<file path="config.mk">
export PLATFORM = sky130hd
export DESIGN_NAME = hrm_inbox
export DESIGN_NICKNAME = d
export VERILOG_FILES = /design/src/rtl/hrm_pkg.sv /design/src/rtl/hrm_fifo_ram.sv /design/src/rtl/hrm_inbox.sv
export SDC_FILE = /design/constraint.sdc
export NUM_CORES = 1
export LEC_CHECK = 0
export ABC_AREA = 1
export ABC_CLOCK_PERIOD_IN_PS = 5480
export BUFFER_PORTS_ARGS = -buffer_cell sky130_fd_sc_hd__buf_4
export CORE_MARGIN = 3
export CORE_UTILIZATION = 32
export CTS_BUF_LIST = sky130_fd_sc_hd__clkbuf_4
export CTS_CLUSTER_SIZE = 28
export DETAILED_ROUTE_END_ITERATION = 8
export PLACE_DENSITY_LB_ADDON = 0.3
export SETUP_SLACK_MARGIN = 0.3
export SLEW_MARGIN = 10
export SYNTH_ARGS = -nofsm -noshare
export SYNTH_HDL_FRONTEND = slang
export SYNTH_SLANG_ARGS = --single-unit
</file>
<file path="constraint.sdc">
create_clock -name clk -period 5.48 [get_ports clk]
set_clock_uncertainty 0.1 [all_clocks]
set_input_delay 0.274 -clock clk [delete_from_list [all_inputs] [get_ports clk]]
set_output_delay 0.274 -clock clk [all_outputs]
set_load 0.03 [all_outputs]
</file>
<file path="src/rtl/hrm_pkg.sv">
// Shared definitions for the HRM CPU datapath: data width, opcodes and
// an elaboration-time log2 helper for pointer sizing.
package hrm_pkg;

  localparam int DATA_W = 8;

  typedef enum logic [3:0] {
    OP_INBOX    = 4'b0000,
    OP_OUTBOX   = 4'b0001,
    OP_COPYFROM = 4'b0010,
    OP_COPYTO   = 4'b0011,
    OP_ADD      = 4'b0100,
    OP_SUB      = 4'b0101,
    OP_BUMPUP   = 4'b0110,
    OP_BUMPDN   = 4'b0111,
    OP_JUMP     = 4'b1000,
    OP_JUMPZ    = 4'b1001,
    OP_JUMPN    = 4'b1010
  } opcode_e;

  // Ceiling log2; returns 0 for n <= 1.
  function automatic int clog2(input int n);
    int r;
    r = 0;
    while ((1 << r) < n) r++;
    return r;
  endfunction

endpackage

</file>
<file path="src/rtl/hrm_fifo_ram.sv">
// DEPTH x WIDTH storage with one synchronous write port and an asynchronous
// read port; shared by the inbox and outbox queues.
module hrm_fifo_ram
  import hrm_pkg::*;
#(
  parameter int DEPTH = 32,
  parameter int WIDTH = DATA_W
) (
  input  logic                    clk,
  input  logic                    i_we,
  input  logic [clog2(DEPTH)-1:0] i_waddr,
  input  logic [WIDTH-1:0]        i_wdata,
  input  logic [clog2(DEPTH)-1:0] i_raddr,
  output logic [WIDTH-1:0]        o_rdata
);

  logic [WIDTH-1:0] r_mem [DEPTH];

  // Contents are deliberately not reset so the array can map to LUT RAM.
  always_ff @(posedge clk) begin
    if (i_we) r_mem[i_waddr] <= i_wdata;
  end

  assign o_rdata = r_mem[i_raddr];

endmodule

</file>
<file path="src/rtl/hrm_inbox.sv">
// First-word-fall-through input queue feeding the INBOX instruction; the head
// entry is visible on o_data whenever o_empty is low.
module hrm_inbox
  import hrm_pkg::*;
#(
  parameter int DEPTH = 32,
  parameter int WIDTH = DATA_W
) (
  input  logic                  clk,
  input  logic                  i_rst_n,
  input  logic [WIDTH-1:0]      i_data,
  input  logic                  i_wr,
  input  logic                  i_rd,
  input  logic                  i_clr,
  output logic [WIDTH-1:0]      o_data,
  output logic                  o_empty,
  output logic                  o_full,
  output logic [clog2(DEPTH):0] o_count,
  output logic                  o_ovf
);

  localparam int AW = clog2(DEPTH);
  localparam int PW = AW + 1;

  if (DEPTH < 2 || (DEPTH & (DEPTH - 1)) != 0) begin : g_bad_depth
    $error("hrm_inbox: DEPTH must be a power of two >= 2");
  end

  logic [PW-1:0]    r_wr_ptr;
  logic [PW-1:0]    r_rd_ptr;
  logic [PW-1:0]    r_count;
  logic             r_ovf;

  logic             w_empty;
  logic             w_full;
  logic             w_rd_acc;
  logic             w_wr_acc;
  logic             w_wr_rej;
  logic             w_ram_we;
  logic [WIDTH-1:0] w_ram_rdata;

  // The extra MSB on each pointer distinguishes full from empty.
  assign w_empty  = (r_wr_ptr == r_rd_ptr);
  assign w_full   = (r_wr_ptr[AW-1:0] == r_rd_ptr[AW-1:0]) &&
                    (r_wr_ptr[AW] != r_rd_ptr[AW]);

  assign w_rd_acc = i_rd & ~w_empty;
  assign w_wr_acc = i_wr & (~w_full | w_rd_acc);
  assign w_wr_rej = i_wr & w_full & ~i_rd;
  assign w_ram_we = w_wr_acc & ~i_clr;

  always_ff @(posedge clk or negedge i_rst_n) begin
    if (!i_rst_n) begin
      r_wr_ptr <= '0;
      r_rd_ptr <= '0;
      r_count  <= '0;
      r_ovf    <= 1'b0;
    end else if (i_clr) begin
      r_wr_ptr <= '0;
      r_rd_ptr <= '0;
      r_count  <= '0;
      r_ovf    <= 1'b0;
    end else begin
      if (w_rd_acc) r_rd_ptr <= r_rd_ptr + PW'(1);
      if (w_wr_acc) r_wr_ptr <= r_wr_ptr + PW'(1);
      if (w_wr_acc && !w_rd_acc) begin
        r_count <= r_count + PW'(1);
      end else if (w_rd_acc && !w_wr_acc) begin
        r_count <= r_count - PW'(1);
      end
      if (w_wr_rej) r_ovf <= 1'b1;
    end
  end

  hrm_fifo_ram #(
    .DEPTH (DEPTH),
    .WIDTH (WIDTH)
  ) u_ram (
    .clk     (clk),
    .i_we    (w_ram_we),
    .i_waddr (r_wr_ptr[AW-1:0]),
    .i_wdata (i_data),
    .i_raddr (r_rd_ptr[AW-1:0]),
    .o_rdata (w_ram_rdata)
  );

  // Stale storage must not leak out while the queue is empty.
  assign o_data  = w_empty ? '0 : w_ram_rdata;
  assign o_empty = w_empty;
  assign o_full  = w_full;
  assign o_count = r_count;
  assign o_ovf   = r_ovf;

endmodule

</file>
Word-level counts from Yosys, hierarchy flattened
Memories as Yosys holds them, arrays and structs flattened.
Cells that the tools add are included.
{"block": "op_classes", "add_sub_neg": 4, "reduce_logical": 9, "eq_ne": 3, "n_mux": 12, "n_bitwise": 10}
{"op": "$mux W6", "count": 7}
{"op": "$add A6 B1 Y6 const B", "count": 3}
{"op": "$mux W8", "count": 1}
{"op": "$eq A6 B6 Y1", "count": 1}
{"op": "$reduce_bool A2 Y1", "count": 3}
{"op": "$sub A6 B1 Y6 const B", "count": 1}
{"op": "$and A1 B1 Y1", "count": 5}
{"op": "$eq A5 B5 Y1", "count": 1}
{"op": "$mux W1", "count": 4}
{"op": "$not A1 Y1", "count": 4}
{"op": "$logic_and A1 B1 Y1", "count": 3}
{"op": "$reduce_bool A3 Y1", "count": 1}
{"op": "$logic_not A1 Y1", "count": 2}
{"op": "$ne A1 B1 Y1", "count": 1}
{"op": "$or A1 B1 Y1", "count": 1}
{"block": "word_totals", "n_memories": 1, "out_inout_bits": 17, "wordCells": 43, "register_bits": 19, "ram_bits": 256, "in_bits": 13}
{"memory": "u_ram.r_mem", "depth": 32, "width": 8, "read_ports": 1, "rd_clocked_by_memory_dff": 0, "wr": 1, "line": "hrm_fifo_ram.sv:17", "source": "logic [WIDTH-1:0] r_mem [DEPTH];"}

Longest topological paths before layout
Gate-level depths: netlist (run 1).
{"block": "logic_depth", "word_depth": 10, "ltp_mapped": 20, "depth_no_buf": 19}

Modules after synthesis
A second synthesis (run 1) with hierarchy kept.
{"block": "hier_totals", "cells_unflattened": 1105, "area_unflattened_um2": 12031.5}
{"mod": "hrm_fifo_ram", "area_per_inst_um2": 10626.4, "seq_area_each_um2": 7687.4, "n_inst": 1, "cells_each": 914}
{"mod": "hrm_inbox", "area_per_inst_um2": 1405.1, "seq_area_each_um2": 475.5, "n_inst": 1, "cells_each": 191}

Least setup slack after synthesis (run 1)
Ideal clock, no wire load.
{"block": "synth_path", "path_kind": "register to register", "start": "register r_rd_ptr[0]", "end": "register r_count[5], in the netlist o_count[5]", "synth_period_minus_slack_ps": 2262, "path_buffers": 1, "setup_ps": 117, "path_stages_with_launch": 20, "t_arrival_ps": 2045, "path_slack_ps": 3218, "cell_sequence": "dfrtp_1 -> buf_4 -> nand2_1 -> nand2_1 -> nor2_4 -> nand3_2 -> nand2_4 -> nand3_4 -> ha_1 -> nand2_1 -> inv_1 -> nand3_1 -> nand3_1 -> nand2_1 -> nand2_1 -> inv_1 -> nand2_1 -> nand2_1 -> nand2_1 -> nand2_1"}
{"block": "synth_via", "elab_chain_len": 8}
{"item": "start: declaration", "line": "hrm_inbox.sv:30", "source": "logic [PW-1:0] r_rd_ptr;"}
{"item": "start signal: assignment", "line": "hrm_inbox.sv:64", "source": "if (w_rd_acc) r_rd_ptr <= r_rd_ptr + PW'(1);"}
{"item": "$eq A6 B6 Y1 / $eq A5 B5 Y1 (equally long branches)", "line": "hrm_inbox.sv:43, hrm_inbox.sv:44"}
{"item": "$not A1 Y1 / $logic_and A1 B1 Y1 (equally long branches)", "line": "hrm_inbox.sv:47, hrm_inbox.sv:44"}
{"item": "$and A1 B1 Y1 / $not A1 Y1 (equally long branches)", "line": "hrm_inbox.sv:47, hrm_inbox.sv:48"}
{"item": "$or A1 B1 Y1", "line": "hrm_inbox.sv:48", "source": "assign w_wr_acc = i_wr & (~w_full | w_rd_acc);"}
{"item": "$and A1 B1 Y1", "line": "hrm_inbox.sv:48"}
{"item": "$logic_and A1 B1 Y1 / $logic_not A1 Y1 (equally long branches)", "line": "hrm_inbox.sv:66, hrm_inbox.sv:68"}
{"item": "$mux W6 / $logic_and A1 B1 Y1 (equally long branches)", "line": "hrm_inbox.sv:66, hrm_inbox.sv:68"}
{"item": "$mux W6 / $reduce_bool A3 Y1 (equally long branches)"}
{"item": "end signal: assignment", "line": "hrm_inbox.sv:67", "source": "r_count <= r_count + PW'(1);"}
{"item": "end signal: assignment", "line": "hrm_inbox.sv:69", "source": "r_count <= r_count - PW'(1);"}
{"item": "end: declaration", "line": "hrm_inbox.sv:31", "source": "logic [PW-1:0] r_count;"}
Several ways; a longest one is shown, not always the timed one.
A chain may end at the register's enable or synchronous reset.

Final worst setup path (run 1)
{"block": "layout_path", "start": "register r_rd_ptr[0]", "end": "output port o_data[2]"}
{"block": "layout_via", "elab_chain_len": 2}
{"item": "$mem_v2 Z32 W8 / $eq A6 B6 Y1 (equally long branches)"}
{"item": "$mux W8 *", "line": "hrm_inbox.sv:88", "source": "assign o_data = w_empty ? '0 : w_ram_rdata;"}
{"item": "end: declaration", "line": "hrm_inbox.sv:15", "source": "output logic [WIDTH-1:0] o_data,"}
Every way passes the cells marked *; elsewhere a longest branch is shown, timed or not.

==> results.py, run 1 <==
metrics = {
    "outcome": {
        "status": "finished, final reports clean",
    },
    "layout": {
        "layout_common_cells": "edfxtp_1, nor2_1, o21ai_0",
        "layout-drive-gt1-share_pct": 15.8,
        "final_common_cell": "edfxtp_1",
        "post-route-util_pct": 37.2,
        "final_nets": 1091,
        "areaGrowthSynthToFinish_pct": 14.0,
        "layout.cells.non_filler": 1579,
        "fillCellCount": 3528,
    },
    "global_routing": {
        "overflow": 0,
        "grt.total_usage_pct": 15.1,
        "grt_max_degree": 94,
        "grt_first_pass_wirelength_um": 44800,
        "grt_pass1_vias": 7703,
        "antenna_found_initial": 2,
    },
    "sta": {
        "drv_slew": 0,
        "fin_crit_ps": 4330,
        "worst_pin_slew_ps": 1020,
        "clock.fmax_mhz": 231,
        "setup_viol": 0,
        "timing.final.crit_share_pct": 79.0,
        "maxSlewHeadroom_pct": 32.2,
        "hold_viol_final": 0,
        "setup_slack_ps": 1150,
        "fin_setup_tns_ps": 0,
        "hold_slack_ps": 433,
        "rsz0062_at_grt": "no",
    },
    "die": {
        "die_width_um": 197,
        "fp.dieH_um": 197,
        "pin_count": 30,
        "fp-row-count": 69,
        "core_area_um2": 35800,
        "start_util_pct": 32.7,
        "die_area_um2": 38900,
    },
    "logic_synthesis": {
        "synth_top_area_cell": "edfxtp_1",
        "syn_nets": 1021,
        "syn_area_per_cell_um2": 11.7,
        "netlist_area_um2": 11700,
        "ys_ff_latch": 275,
        "yosys_warnings": 0,
        "synthCells": 998,
        "synthTopCellsByArea": "edfxtp_1, nor2_1, o21ai_0",
        "yosysUniqueCellTypes": 37,
        "ys_seq_area_share_pct": 69.8,
        "synth_top_area_share_pct": 65.7,
    },
    "clocking": {
        "htree_levels": 3,
        "cts_buffer_depth": 3,
        "cts_root_buffer": "clkbuf_4",
        "worstSkewPairLatency_ps": 680,
        "clk_pin_slew_ps": 60,
        "cts_resized": 0,
        "clock_sinks": 275,
        "cts_tree": "built",
        "cts_buffers": 72,
    },
    "placed_design": {
        "io_buffer_count": 29,
        "dp_slack_ps": 1900,
        "dp_hpwl_um": 16600,
        "gp_congestion": 0.818,
        "dp.cells": 1439,
    },
    "setup_path": {
        "critPathLaunchType": "flop",
        "cpPeakStageDelay_ps": 710,
        "cp_data_required_time_ps": 5110,
        "slowest_stage": "dfrtp_4",
        "end_kind": "primary output",
        "critical_path.max_fanout": 67,
        "r2r.worst_path.cells": 11,
        "crit_type": "reg2out",
        "cp.arrival_ps": 3960,
        "crit_path_cell_trace": "clkinv_2, buf_4, buf_4, o21ai_0, o22ai_1, nor2_1, nor2_1, nor2_1, nor2_1, buf_4",
        "worst_path_most_repeated_cell": "nor2_1",
    },
    "routing": {
        "vias": 7936,
        "route.detailed.drc": 0,
        "postRouteWirelength_um": 29600,
        "routed_via_density": 5.03,
        "wl_per_cell_um": 18.8,
        "drtAntennaViolNets": 0,
        "firstDrtPassIters": 5,
        "drt_iter0_drc": 566,
    },
    "power": {
        "p_leak_nw": 4.69,
        "p_per_area_nw_per_um2": 364,
        "ir_worst_vdd_mv": 0.234,
    },
    "worst_hold_path": {
        "hold_path.class": "reg2reg",
        "hold_path_depth": 2,
    },
    "flow_run": {
        "cap_violations": 0,
    },
}
## sequential cells by signal (all words and copies together) (netlist names)
name / flops
o_count: 6
o_ovf: 1
r_rd_ptr: 6
r_wr_ptr: 6
u_ram.r_mem: 256
## per-stage QoR
stage / area, um^2 / power (mW)
4_1_cts: 13300 / 4.92
2_1_floorplan: 11700 / 2.87
5_1_grt: 13300 / 5.10
3_5_place_dp: 12300 / 3.09
6_report: 13300 / 4.85
3_3_place_gp: 12300 / 3.09
## worst paths after layout
check                       startpoint     endpoint  slack [ps]
setup / recovery           r_rd_ptr[0]    o_data[2]        1150
hold / removal              o_count[3]   o_count[3]         430
setup reg to reg           r_rd_ptr[4]   o_count[0]        1870
hold reg to reg             o_count[3]   o_count[3]         430
max in group asynchronous      i_rst_n  r_rd_ptr[0]        3860
min in group asynchronous      i_rst_n        o_ovf         730
## report_power, final
group	total (mW)	internal, mW	switching [mW]
combinational	0.690	0.214	0.476
clock	1.80	0.971	0.829
sequential	2.36	2.32	0.0438
total	4.85	3.50	1.35
## timing repair
item,4_1_cts,5_1_grt
hold buffers,16,0
setup buffers,0,0
endpoints found under the hold margin,293,0
## critical path, delay by kind of cell (launching register included)
kind	cells	cell delay [ps]
simple gates	4	580
flops	1	710
compound gates	2	400
buf+inv	4	1470
## synthesized netlist by cell type (all sizes together)
| library cell | n |
|---|---|
| o22ai | 33 |
| inv | 35 |
| nor3 | 1 |
| nand3b | 1 |
| nand3 | 38 |
| xnor2 | 1 |
| a31oi | 1 |
| clkbuf | 23 |
| fa | 1 |
| nor2 | 219 |
| buf | 32 |
| nand4 | 5 |
| nand2 | 133 |
| dfrtp | 19 |
| o21ai | 147 |
| o211ai | 24 |
| xor2 | 5 |
| ha | 9 |
| a21oi | 11 |
| clkinv | 2 |
| o32ai | 2 |
| edfxtp | 256 |
## cell families (layout without fill, tap and decap cells)
kind of cell / Yosys count / count (layout) / share of synthesized area [%]
and+or+nand+nor: 397 / 397 / 14.5
DFF: 275 / 275 / 69.8
AOI/OAI and AO/OA: 218 / 218 / 10.5
buffers and inverters: 92 / 211 / 3.67
adders and majority gates: 10 / 10 / 1.13
xor gates and xnor gates: 6 / 6 / 0.449
other: 0 / 1 / 0
## layer usage
layer | global-route usage, % | vias up | wire length (um)
li1 | - | 3728 | -
met1 | 20.7 | 3873 | 13200
met2 | 22.8 | 263 | 13500
met3 | 3.19 | 72 | 1850
met4 | 7.47 | 0 | 1100
met5 | 0 | - | 0
## layout make-up
class	count	area [um^2]	area share (%)
repair buffers	51	423	3.17
multi-input cells	631	3110	23.3
clock buffers	98	736	5.51
well taps	461	577	4.32
clock inverters	25	183	1.37
flip-flops and latches	275	8170	61.2
inverters	37	143	1.07
diodes	1	2.50	0.0188
Power figures use the tool's default switching activity.
==> run 2: changes to the inputs <==
--- a/config.mk
+++ b/config.mk
@@ -6,7 +6,7 @@
 export NUM_CORES = 1
 export LEC_CHECK = 0
 export ABC_AREA = 1
-export ABC_CLOCK_PERIOD_IN_PS = 5480
+export ABC_CLOCK_PERIOD_IN_PS = 4400
 export BUFFER_PORTS_ARGS = -buffer_cell sky130_fd_sc_hd__buf_4
 export CORE_MARGIN = 3
 export CORE_UTILIZATION = 32
==> constraint.sdc (replaced) <==
create_clock -name clk -period 4.4 [get_ports clk]
set_clock_uncertainty 0.1 [all_clocks]
set_input_delay 0.22 -clock clk [delete_from_list [all_inputs] [get_ports clk]]
set_output_delay 0.22 -clock clk [all_outputs]
set_load 0.03 [all_outputs]
==> run 2 against run 1 <==
Non-clock buffer count increased by 5. First-iteration DRC count increased by 34%. Final cell count increased by 0.57%. Utilization increased by 0.16 points. Hold slack got worse by 44 ps. Critical path depth decreased by 1. Register-to-register slack got worse by 420 ps. Design area increased by 0.44%. Via count decreased by 0.97%. Combinational power increased by 32%.
==> results.py, run 2 (synthesis gave the netlist of run 1 again) <==
metrics = {
    "outcome": {
        "status": "finished, final reports clean",
    },
    "layout": {
        "areaGrowthSynthToFinish_pct": 14.5,
        "top_register": "u_ram.r_mem",
        "post-route-util_pct": 37.4,
        "largest_reg_flops": 256,
        "layout_common_cells": "edfxtp_1, nor2_1, o21ai_0",
        "layout.cells.non_filler": 1588,
        "final_nets": 1099,
        "layout-drive-gt1-share_pct": 17.2,
        "final_common_cell": "edfxtp_1",
    },
    "power": {
        "switchingPower_mw": 1.70,
        "p_seq_share_pct": 47.9,
        "ir_worst_vdd_mv": 0.204,
        "p_per_area_nw_per_um2": 455,
        "cellInternalPower_mw": 4.39,
        "swShare_pct": 28.0,
        "power.share.combinational_pct": 14.9,
        "p_clk_share_pct": 37.2,
        "p_leak_nw": 4.75,
    },
    "clocking": {
        "clock_sinks": 275,
        "cts_tree": "built",
        "cts_buffer_depth": 3,
        "cts_resized": 0,
        "htree_levels": 3,
        "worstSkewPairLatency_ps": 690,
        "cts_root_buffer": "clkbuf_4",
        "cts_buffers": 75,
        "clk_pin_slew_ps": 70,
    },
    "global_routing": {
        "grt_pass1_vias": 7729,
        "grt.total_usage_pct": 15.3,
        "grt_max_degree": 72,
        "grt_first_pass_wirelength_um": 45500,
        "overflow": 0,
        "antenna_found_initial": 1,
    },
    "die": {
        "fp.dieH_um": 197,
        "core_area_um2": 35800,
        "start_util_pct": 32.7,
        "fp-row-count": 69,
        "pin_count": 30,
        "die_width_um": 197,
        "die_area_um2": 38900,
    },
    "setup_path": {
        "r2r_start": "r_rd_ptr[2]",
        "r2r-end": "o_count[5]",
        "end_kind": "primary output",
        "critical_path.max_fanout": 59,
        "cp.arrival_ps": 3230,
        "crit_type": "reg2out",
        "r2r_slack_ps": 1450,
        "critPathLaunchType": "flop",
        "cp_data_required_time_ps": 4080,
        "r2r.worst_path.cells": 19,
    },
    "sta": {
        "setup_viol": 0,
        "rsz0062_at_grt": "no",
        "hold_viol_final": 0,
        "fin_crit_ps": 3550,
        "fin_setup_tns_ps": 0,
        "drv_slew": 0,
        "maxSlewHeadroom_pct": 31.4,
        "timing.final.crit_share_pct": 80.6,
        "worst_pin_slew_ps": 1030,
        "clock.fmax_mhz": 282,
    },
    "routing": {
        "firstDrtPassIters": 5,
        "postRouteWirelength_um": 30000,
        "drt_iter0_drc": 758,
        "drtAntennaViolNets": 0,
        "wl_per_cell_um": 18.9,
        "vias": 7859,
        "route.detailed.drc": 0,
        "routed_via_density": 4.95,
    },
    "worst_hold_path": {
        "whs_endpoint": "o_count[1]",
        "hold_path.class": "in2reg",
        "hp-start": "i_clr",
        "hold_path_depth": 5,
    },
    "placed_design": {
        "dp.cells": 1444,
        "gp_congestion": 0.831,
        "dp_hpwl_um": 17300,
        "io_buffer_count": 29,
    },
    "flow_run": {
        "cap_violations": 0,
    },
}
## run 2: cell count changes in the layout (fill, tap and decap cells not counted)
cell / change
buf_4: +5
bufinv_16: -2
clkinv_2: -1
clkinv_1: -9
clkbuf_4: +16
## run 2: worst max-delay path by stage
stage | startpoint | endpoint | slack (ps)
finish | r_rd_ptr[0] | o_data[2] | 850
global placement | r_rd_ptr[0] | o_data[2] | 1540
detailed placement | r_rd_ptr[0] | o_count[5] | 1500
floorplan | r_rd_ptr[0] | o_count[5] | 2140
global route | r_rd_ptr[0] | o_data[2] | 610
CTS | r_rd_ptr[0] | o_data[2] | 820
## run 2: power by group through the flow
stage | clock network, mW | registers (mW) | logic (mW)
global placement | 0 | 2.97 | 0.896
finish | 2.27 | 2.92 | 0.910
floorplan | 0 | 3.00 | 0.576
CTS | 2.32 | 2.92 | 0.914
detailed placement | 0 | 2.97 | 0.901
global route | 2.47 | 2.92 | 1.01
## run 2: cell type report
cell class	count	area, um^2
antenna	1	2.50
sequential	275	8170
fill	3492	22400
tap	461	577
clock buffer	114	856
inverter	37	143
clock inverter	13	83.8
multi-input combinational	631	3110
timing repair buffer	56	460
## run 2: worst max-delay path: stages (launching register included)
cell      delay (ps)
dfrtp_4          490
clkinv_2         210
buf_4            550
o21ai_0          160
o22ai_1          230
nor2_1            70
nor2_1           180
nor2_1           100
nor2_1           290
buf_4            230
## run 2: what timing repair did
action                                 4_1_cts  5_1_grt
endpoints found under the hold margin      293        0
hold buffers                                16        0
buffers inserted                             0        0
## run 2: through the flow
| step | area (um^2) | total power [mW] | hold slack (ps) | worst slack, ps |
|---|---|---|---|---|
| global placement | 12300 | 3.87 | 27.8 | 1540 |
| floorplan | 11700 | 3.57 | -176 | 2140 |
| global route | 13400 | 6.40 | 365 | 609 |
| finish | 13400 | 6.09 | 388 | 852 |
| CTS | 13400 | 6.15 | 332 | 823 |
| detailed placement | 12300 | 3.87 | 25.7 | 1500 |
## run 2: routing by layer
metal	share of wire, %	global-route usage [%]	wire length (um)	up-vias
li1	-	-	-	3745
met1	46	21.2	13800	3804
met2	45	23.3	13600	251
met3	5.9	3.58	1770	59
met4	2.8	6.26	834	0
met5	0	0	0	-
